## src/rtl/rx_corr_pkg.sv

```systemverilog
// Shared definitions for the parametrised receive correlator:
// width helpers, default derived widths and the FSM state encoding.
package rx_corr_pkg;

  function automatic int unsigned clog2(input int unsigned value);
    int unsigned r;
    r = 0;
    while ((64'd1 << r) < 64'(value)) r = r + 1;
    return r;
  endfunction

  // Signed width of one beat sum (N_PAR products of SAMPLE_W bits).
  function automatic int unsigned calc_sum_w(input int unsigned sample_w,
                                             input int unsigned n_par);
    return sample_w + clog2(n_par);
  endfunction

  // Accumulator width; the extra bit keeps negation of the most-negative
  // beat sum representable over a full window.
  function automatic int unsigned calc_acc_w(input int unsigned sample_w,
                                             input int unsigned n_par,
                                             input int unsigned seq_len);
    return calc_sum_w(sample_w, n_par) + clog2(seq_len) + 1;
  endfunction

  function automatic int unsigned calc_idx_w(input int unsigned count);
    return (clog2(count) < 1) ? 1 : clog2(count);
  endfunction

  // Widths for the default configuration (16 seq, 20 x 17-bit, 32 beats).
  localparam int unsigned DEF_SUM_W = calc_sum_w(17, 20);
  localparam int unsigned DEF_ACC_W = calc_acc_w(17, 20, 32);
  localparam int unsigned DEF_IDX_W = calc_idx_w(16);

  typedef enum logic [2:0] {
    IDLE,
    ACCUM,
    DRAIN,
    SEARCH,
    DONE
  } state_t;

endpackage

```

## src/rtl/rx_corr_adder_tree.sv

```systemverilog
// Registered sum of N_PAR signed SAMPLE_W chip products, sign-extended to
// SUM_W, with a valid bit travelling alongside. One cycle latency.
// Ports: clk, clear (sync, drops valid and sum), in_valid, samples
// (element k at [k*SAMPLE_W +: SAMPLE_W]), out_valid, sum.
module rx_corr_adder_tree
  import rx_corr_pkg::*;
#(
  parameter int unsigned N_PAR    = 20,
  parameter int unsigned SAMPLE_W = 17,
  parameter int unsigned SUM_W    = calc_sum_w(SAMPLE_W, N_PAR)
) (
  input  logic                      clk,
  input  logic                      clear,
  input  logic                      in_valid,
  input  logic [N_PAR*SAMPLE_W-1:0] samples,
  output logic                      out_valid,
  output logic signed [SUM_W-1:0]   sum
);

  logic signed [SAMPLE_W-1:0] elem;
  logic signed [SUM_W-1:0]    total;

  always_comb begin
    elem  = '0;
    total = '0;
    for (int unsigned k = 0; k < N_PAR; k++) begin
      elem  = samples[k*SAMPLE_W +: SAMPLE_W];
      total = total + SUM_W'(elem);
    end
  end

  always_ff @(posedge clk) begin
    if (clear) begin
      out_valid <= 1'b0;
      sum       <= '0;
    end else begin
      out_valid <= in_valid;
      sum       <= total;
    end
  end

endmodule

```

## src/rtl/rx_correlator_param.sv

```systemverilog
// Parametrised receive correlator. Each accepted beat's chip products are
// summed, then added to / subtracted from NUM_SEQ accumulators by the
// per-sequence code bits. After SEQ_LEN beats a sequential arg-max over
// |acc| reports the best sequence, its magnitude and a threshold detect.
// Ports: crx_clk, rrx_rst (sync, active high), erx_en (low = sync clear),
// istart, ibit_valid, isamples, iseq_bits, ithreshold; outputs
// ocorrelation (packed accumulators), obest_idx, obest_mag, odetect,
// odone (1-cycle result pulse), obusy.
module rx_correlator_param
  import rx_corr_pkg::*;
#(
  parameter int unsigned NUM_SEQ  = 16,
  parameter int unsigned N_PAR    = 20,
  parameter int unsigned SAMPLE_W = 17,
  parameter int unsigned SEQ_LEN  = 32,
  localparam int unsigned SUM_W   = calc_sum_w(SAMPLE_W, N_PAR),
  localparam int unsigned ACC_W   = calc_acc_w(SAMPLE_W, N_PAR, SEQ_LEN),
  localparam int unsigned IDX_W   = calc_idx_w(NUM_SEQ)
) (
  input  logic                      crx_clk,
  input  logic                      rrx_rst,
  input  logic                      erx_en,
  input  logic                      istart,
  input  logic                      ibit_valid,
  input  logic [N_PAR*SAMPLE_W-1:0] isamples,
  input  logic [NUM_SEQ-1:0]        iseq_bits,
  input  logic [ACC_W-2:0]          ithreshold,
  output logic [NUM_SEQ*ACC_W-1:0]  ocorrelation,
  output logic [IDX_W-1:0]          obest_idx,
  output logic [ACC_W-1:0]          obest_mag,
  output logic                      odetect,
  output logic                      odone,
  output logic                      obusy
);

  localparam int unsigned CNT_W = calc_idx_w(SEQ_LEN);

  state_t state, state_nxt;

  logic clear;
  logic flush;
  logic accept;
  logic last_beat;

  logic [CNT_W-1:0] beat_cnt;
  logic             drain_cnt;
  logic [IDX_W-1:0] scan;
  logic             scan_last;

  logic                    s1_valid;
  logic signed [SUM_W-1:0] s1_sum;
  logic [NUM_SEQ-1:0]      s1_bits;
  logic signed [ACC_W-1:0] sum_ext;

  logic signed [ACC_W-1:0] acc [NUM_SEQ];

  logic signed [ACC_W-1:0] cur_acc;
  logic [ACC_W-1:0]        cur_mag;
  logic [IDX_W-1:0]        run_idx;
  logic [ACC_W-1:0]        run_mag;

  // istart aborts from any state and clears like a reset, except the FSM
  // then heads to ACCUM instead of IDLE.
  assign clear     = rrx_rst | ~erx_en;
  assign flush     = clear | istart;
  assign accept    = (state == ACCUM) & ibit_valid & ~istart;
  assign last_beat = accept & (beat_cnt == CNT_W'(SEQ_LEN - 1));
  assign scan_last = (scan == IDX_W'(NUM_SEQ - 1));
  assign sum_ext   = ACC_W'(s1_sum);

  // Stage 1: beat sum; code bits delayed to stay aligned with it.
  rx_corr_adder_tree #(
    .N_PAR    (N_PAR),
    .SAMPLE_W (SAMPLE_W),
    .SUM_W    (SUM_W)
  ) u_adder_tree (
    .clk       (crx_clk),
    .clear     (flush),
    .in_valid  (accept),
    .samples   (isamples),
    .out_valid (s1_valid),
    .sum       (s1_sum)
  );

  always_ff @(posedge crx_clk) begin
    if (flush) begin
      s1_bits <= '0;
    end else if (accept) begin
      s1_bits <= iseq_bits;
    end
  end

  // Stage 2: accumulator bank.
  always_ff @(posedge crx_clk) begin
    if (flush) begin
      for (int unsigned i = 0; i < NUM_SEQ; i++) acc[i] <= '0;
    end else if (s1_valid) begin
      for (int unsigned i = 0; i < NUM_SEQ; i++) begin
        acc[i] <= s1_bits[i] ? acc[i] + sum_ext : acc[i] - sum_ext;
      end
    end
  end

  always_comb begin
    ocorrelation = '0;
    for (int unsigned i = 0; i < NUM_SEQ; i++) begin
      ocorrelation[i*ACC_W +: ACC_W] = acc[i];
    end
  end

  // FSM
  always_ff @(posedge crx_clk) begin
    if (clear) begin
      state <= IDLE;
    end else begin
      state <= state_nxt;
    end
  end

  always_comb begin
    state_nxt = state;
    unique case (state)
      IDLE:    state_nxt = IDLE;
      ACCUM:   if (last_beat) state_nxt = DRAIN;
      DRAIN:   if (drain_cnt) state_nxt = SEARCH;
      SEARCH:  if (scan_last) state_nxt = DONE;
      DONE:    state_nxt = IDLE;
      default: state_nxt = IDLE;
    endcase
    if (istart) state_nxt = ACCUM;
  end

  always_comb begin
    obusy = (state != IDLE);
  end

  // Magnitude of the accumulator under the scan pointer.
  always_comb begin
    cur_acc = acc[scan];
    cur_mag = cur_acc[ACC_W-1] ? -cur_acc : cur_acc;
  end

  // Beat counter, drain timer and running arg-max.
  always_ff @(posedge crx_clk) begin
    if (flush) begin
      beat_cnt  <= '0;
      drain_cnt <= 1'b0;
      scan      <= '0;
      run_idx   <= '0;
      run_mag   <= '0;
    end else begin
      if (accept) begin
        beat_cnt <= last_beat ? '0 : beat_cnt + 1'b1;
      end
      drain_cnt <= (state == DRAIN) ? ~drain_cnt : 1'b0;
      if (state == DRAIN) begin
        scan    <= '0;
        run_idx <= '0;
        run_mag <= '0;
      end else if (state == SEARCH) begin
        // Strict compare: earlier index keeps a tie.
        if (cur_mag > run_mag) begin
          run_idx <= scan;
          run_mag <= cur_mag;
        end
        scan <= scan_last ? '0 : scan + 1'b1;
      end
    end
  end

  // Results are published on the edge leaving DONE, so odone lands
  // NUM_SEQ+3 edges after the last accepted beat.
  always_ff @(posedge crx_clk) begin
    if (flush) begin
      obest_idx <= '0;
      obest_mag <= '0;
      odetect   <= 1'b0;
      odone     <= 1'b0;
    end else begin
      odone <= (state == DONE);
      if (state == DONE) begin
        obest_idx <= run_idx;
        obest_mag <= run_mag;
        odetect   <= (run_mag >= ACC_W'(ithreshold));
      end
    end
  end

endmodule

```

## config.mk

```make
export PLATFORM = sky130hd
export DESIGN_NAME = rx_correlator_param
export DESIGN_NICKNAME = d
export VERILOG_FILES = /design/src/rtl/rx_corr_pkg.sv /design/src/rtl/rx_corr_adder_tree.sv /design/src/rtl/rx_correlator_param.sv
export SDC_FILE = /design/constraint.sdc
export NUM_CORES = 2
export LEC_CHECK = 0
export CAP_MARGIN = 20
export CORE_MARGIN = 2
export CORE_UTILIZATION = 49
export DETAILED_ROUTE_END_ITERATION = 8
export PLACE_DENSITY = 0.84
export REMOVE_ABC_BUFFERS = 1
export SYNTH_ARGS = -nofsm -noshare
export SYNTH_HDL_FRONTEND = slang
export SYNTH_HIERARCHICAL = 1
export SYNTH_SLANG_ARGS = --single-unit
```

## constraint.sdc

```tcl
create_clock -name crx_clk -period 14.1 [get_ports crx_clk]
set_clock_uncertainty 0.05 [all_clocks]
set_input_delay 4.23 -clock crx_clk [delete_from_list [all_inputs] [get_ports crx_clk]]
set_output_delay 4.23 -clock crx_clk [all_outputs]
set_load 0.02 [all_outputs]
```

* Word-level counts from Yosys, hierarchy flattened
Memory sizes are Yosys's and may differ from the RTL's. A register that Yosys moved wholly into a read port is not among the register bits.
Cells that the tools add are included.
** Word-level totals
- Memory bits (writable) :: 448
- Output and inout port bits :: 483
- Flip-flop bits (word level) :: 118
- Memories kept :: 1
- Logic and storage cells :: 162
** Memories
- acc :: depth 16, bits a word 28, rd ports 17, clocked after memory_dff 1, write ports 16, line rx_correlator_param.sv:55 : logic signed [ACC_W-1:0] acc [NUM_SEQ];
** Cells by class
- Eq/ne operators :: 12
- $lt $le $gt $ge :: 2
- Mux-type cells :: 47
- Add/sub/neg operators :: 54
- Reduce and logical (&&, ||, !) cells :: 7
- Bitwise logic cells :: 25
** Operators with widths (count)
- 28-bit 2-to-1 mux :: 33
- 28-bit by 22-bit adder with 28-bit output :: 16
- 28-bit by 22-bit subtractor with 28-bit output :: 16
- 22-bit by 17-bit adder with 22-bit output :: 17
- 28-bit by 27-bit >= comparator with 1-bit output :: 1
- 28-bit > comparator :: 1
- 28-bit negation :: 1
- 18-bit by 17-bit adder with 19-bit output :: 1
- 17-bit by 17-bit adder with 18-bit output :: 1
- 1-bit OR :: 18
- 4-bit 2-to-1 mux :: 3
- 3-bit 2-to-1 mux :: 3
- 3-bit != test, second input constant :: 3
- 3-bit one-hot mux with 3 select lines :: 1
- 3-bit by 2-bit equality test with 1-bit output, second input constant :: 2
- 1-bit 2-to-1 mux :: 6
- 2-bit != test, second input constant :: 3
- 3-bit AND reduction :: 2
- 2-bit OR reduction :: 3
- 5-bit by 1-bit adder with 5-bit output, second input constant :: 1
- 5-bit equality test, second input constant :: 1
- 5-bit 2-to-1 mux :: 1
- 4-bit by 1-bit adder with 4-bit output, second input constant :: 1
- 4-bit equality test, second input constant :: 1
- 6 further kinds :: 11

* Logic depth before layout (Yosys ltp)
- Depth in word-level cells :: 19
- Mapped depth :: 27

* Hierarchy
The synthesis kept the hierarchy.
** By module, submodules not included
- rx_correlator_param :: cells an instance 5286, seq. area each 15434.8 µm², instances 1, area an instance 48701.7 µm²
- rx_corr_adder_tree :: cells an instance 1007, seq. area each 460.4 µm², instances 1, area an instance 9938.3 µm²

* Worst setup path after synthesis
Ideal clock, no wire load.
- Path kind :: input -> register
- Start :: input port istart
- End :: memory acc[0][0] (netlist name), enable pin
- Arrival time :: 14089 ps
- Path buffers :: 1
- Stages on the path :: 2
- Library setup time :: 840 ps
- Setup slack :: -879 ps
- Required time :: 13210 ps
- Path through :: clkbuf_1 or3_1
** RTL lines
- start, declared :: line rx_correlator_param.sv:23 : input logic istart,
- end, declared :: line rx_correlator_param.sv:55

* Final worst setup path
- Start :: input port isamples[2]
- End :: register u_adder_tree.sum[19]
** Between the ends
- Longest elaborated chain between the ends :: 19
** RTL lines
- start, declared :: line rx_correlator_param.sv:25 : input logic [N_PAR*SAMPLE_W-1:0] isamples,
- 17-bit by 17-bit adder with 18-bit output :: line rx_corr_adder_tree.sv:28 : total = total + SUM_W'(elem);
- 18-bit by 17-bit adder with 19-bit output :: line rx_corr_adder_tree.sv:28
- 22-bit by 17-bit adder with 22-bit output (17 in series) :: line rx_corr_adder_tree.sv:28
- end signal, assigned :: line rx_corr_adder_tree.sv:38 : sum <= total;
- end, declared :: line rx_corr_adder_tree.sv:17 : output logic signed [SUM_W-1:0] sum
No other way between the ends.
A chain may end at the register's enable or synchronous reset.

==> out/qor.yml <==
status: "finished clean"
cts_tree: "yes"
tns_ps: 0
cts-root-buf: "clkbuf_16"
timing.max_cap.violations: 0
cts_max_level: 3
antenna_found_initial: 27
crit_buf_inv: 5
worst_slack_ps: 3960
gp_congestion: 0.997
crit_slowest_cell: "fa_1"
crit_chain: "clkdlybuf4s50_1 -> inv_1 -> fa_1 -> inv_1 -> fa_1 -> fa_1 -> fa_1 -> fa_1 -> inv_1 -> fa_1 -> fa_1 -> inv_1 -> fa_1 -> a21o_1 -> a221oi_1 -> o21ai_1 -> a21bo_1 -> a31oi_1 -> xor2_1 -> nor2_1"
row_count: 126
nFillCells: 9949
ios: 871
drive_gt1_share_pct: 5.92
post_cts_buffers: 0
initial_core_util_pct: 49.5
grt.overflow.total: 0
cts_hold_buf: 0
hold_viol: 0
yosys_warnings: 6
drt_iter0_markers: 5328
cp_top_family: "adder cells"
dieArea_sq_um: 122000
rsz0062_at_grt: "false"
report.final.slew_viol_count: 0
dp_hpwl_um: 176000
routed_wl_um: 221000
multiInputGateArea_sq_um: 39400
netlist_area_sq_um: 58600
clk_latency_ps: 660
synth_seq_cells: 570
grt_start_max_net_pins: 160
period_minus_slack_ps: 10140
die_w_um: 350
synth_edf_count: 448
synth_cell_types: 84
crit_type: "input pin to register"
layout.cells.most_common: "nor2_1"
yosysSeqAreaShare_pct: 27.1
start_kind: "input pin"
vias: 52100
setup_violations: 0
die_h_um: 350
ff2ff_path_depth: 28
path_max_fanout: 3
layout.cells.most_common_list: "nor2_1, clkdlybuf4s50_1, inv_1, ha_1, xor2_1"
grt_pass1_wl_um: 325000
ff_latch_area_sq_um: 15900
wl_per_cell_um: 25.3
grt.total_usage_pct: 35.4
post_cts_resized: 0
max-slew-margin-rel_pct: 21.2
port_buffers: 870
numCtsBuffers: 70
synth_top_flop_cell: "edfxtp_1"
fmax_mhz: 98.7
critPathMostFrequentCell: "fa_1"
clock-sinks: 570
arrival_ps: 10570
grt_pass1_vias: 52600
max_stage_delay_ps: 540
synth_async_sr_flop_share_pct: 0
drt_pass1_iterations: 6
crit_cells: 20
nNetsFinal: 8319
path_clk_slew_ps: 60
pre_cts_ws_ps: 3250
drc: 0
syn_inst: 6293
core_sq_um: 118000
min_path_type: "register to register"
area_delta_synth_final_pct: 21.7
cp-end-kind: "register"
cts.path.max_buffers: 3
viasPerCell: 5.96
min_period_over_period_pct: 71.9
worstPathRequired_ps: 14540
min_path_cells: 1
ant_nets: 0
avgSynthCellArea_sq_um: 9.32
worstMarginPinSlew_ps: 1180
## worst register-to-register path: cells and delay by family, from the launching register on
kind / cells / cell delay [ps]
muxes: 1 / 120
xor gates and xnor gates: 1 / 170
and+or+nand+nor: 7 / 1940
buffers and inverters: 8 / 2040
DFF: 1 / 300
AOI/OAI and AO/OA: 9 / 2380
adders and majority gates: 2 / 510
## registers in the layout, summed over array words and instances (netlist names), named ones only
name	flops
obest_idx	4
u_adder_tree/out_valid	1
state	3
scan	4
run_idx	4
odetect	1
u_adder_tree/sum	22
run_mag	28
beat_cnt	5
acc	448
odone	1
drain_cnt	1
s1_bits	16
obest_mag	28
## kinds of logic after synthesis
group / count (synthesis) / share of synthesized area, %
compound gates: 1366 / 14.4
mux: 199 / 6.36
flops: 570 / 27.1
xor+xnor: 684 / 10.2
fa+ha+maj: 858 / 22.6
simple gates: 1731 / 13.5
buf+inv: 885 / 5.85
## through the flow
step | area (sq um) | util (%) | hold slack, ps | std cells
global route | 71300 | 60.3 | 416 | 8738
floorplan | 57600 | - | 349 | 6047
detailed placement | 69000 | 58.3 | 368 | 8600
global placement | 69000 | 58.3 | 375 | 8600
finish | 71300 | 60.3 | 389 | 8740
CTS | 71300 | 60.2 | 386 | 8727
## path summary, 6_finish.rpt
kind                        from                    to  slack [ps]
min                    drain_cnt             drain_cnt         390
max                  isamples[2]  u_adder_tree/sum[19]        3960
max reg2reg  u_adder_tree/sum[0]            acc[8][26]        6330
min reg2reg            drain_cnt             drain_cnt         390
## final cells by class
| class | instances | area share (%) |
|---|---|---|
| inverter | 639 | 3.37 |
| clock inverter | 33 | 0.416 |
| multi-input combinational | 4838 | 55.2 |
| antenna | 12 | 0.0421 |
| sequential | 570 | 22.3 |
| clock buffer | 94 | 2.76 |
| timing repair buffer | 954 | 13.1 |
| tap | 1600 | 2.81 |
## synth_stat cells (41+ instances only)
library cell / n / area share [%]
a211oi_1: 54 / 0.69
a21o_1: 187 / 2.4
a21oi_1: 435 / 3.7
a31oi_1: 47 / 0.50
and3_1: 55 / 0.59
clkbuf_1: 179 / 1.1
dfxtp_1: 122 / 4.2
edfxtp_1: 448 / 23
fa_1: 334 / 11
ha_1: 524 / 11
inv_1: 636 / 4.1
mux2i_1: 42 / 0.72
mux4_2: 137 / 5.3
nand2_1: 305 / 2.0
nand2b_1: 73 / 0.78
nand3_1: 84 / 0.72
nor2_1: 882 / 5.6
nor2b_1: 56 / 0.60
nor3_1: 75 / 0.64
o21a_1: 41 / 0.52
o21ai_0: 321 / 2.7
o21bai_1: 50 / 0.64
xnor2_1: 235 / 3.5
xor2_1: 449 / 6.7
## per-layer routing
metal	vias up	GRT usage [%]	routed length, um
li1	23400	-	-
met1	25400	39.3	75400
met2	2672	61.6	109000
met3	629	6.22	18700
met4	4	24.5	18000
met5	-	0	33
Power is left out: the tool's default activity adds up to more than one toggle a clock period on the data nets, which glitch-free logic cannot reach.
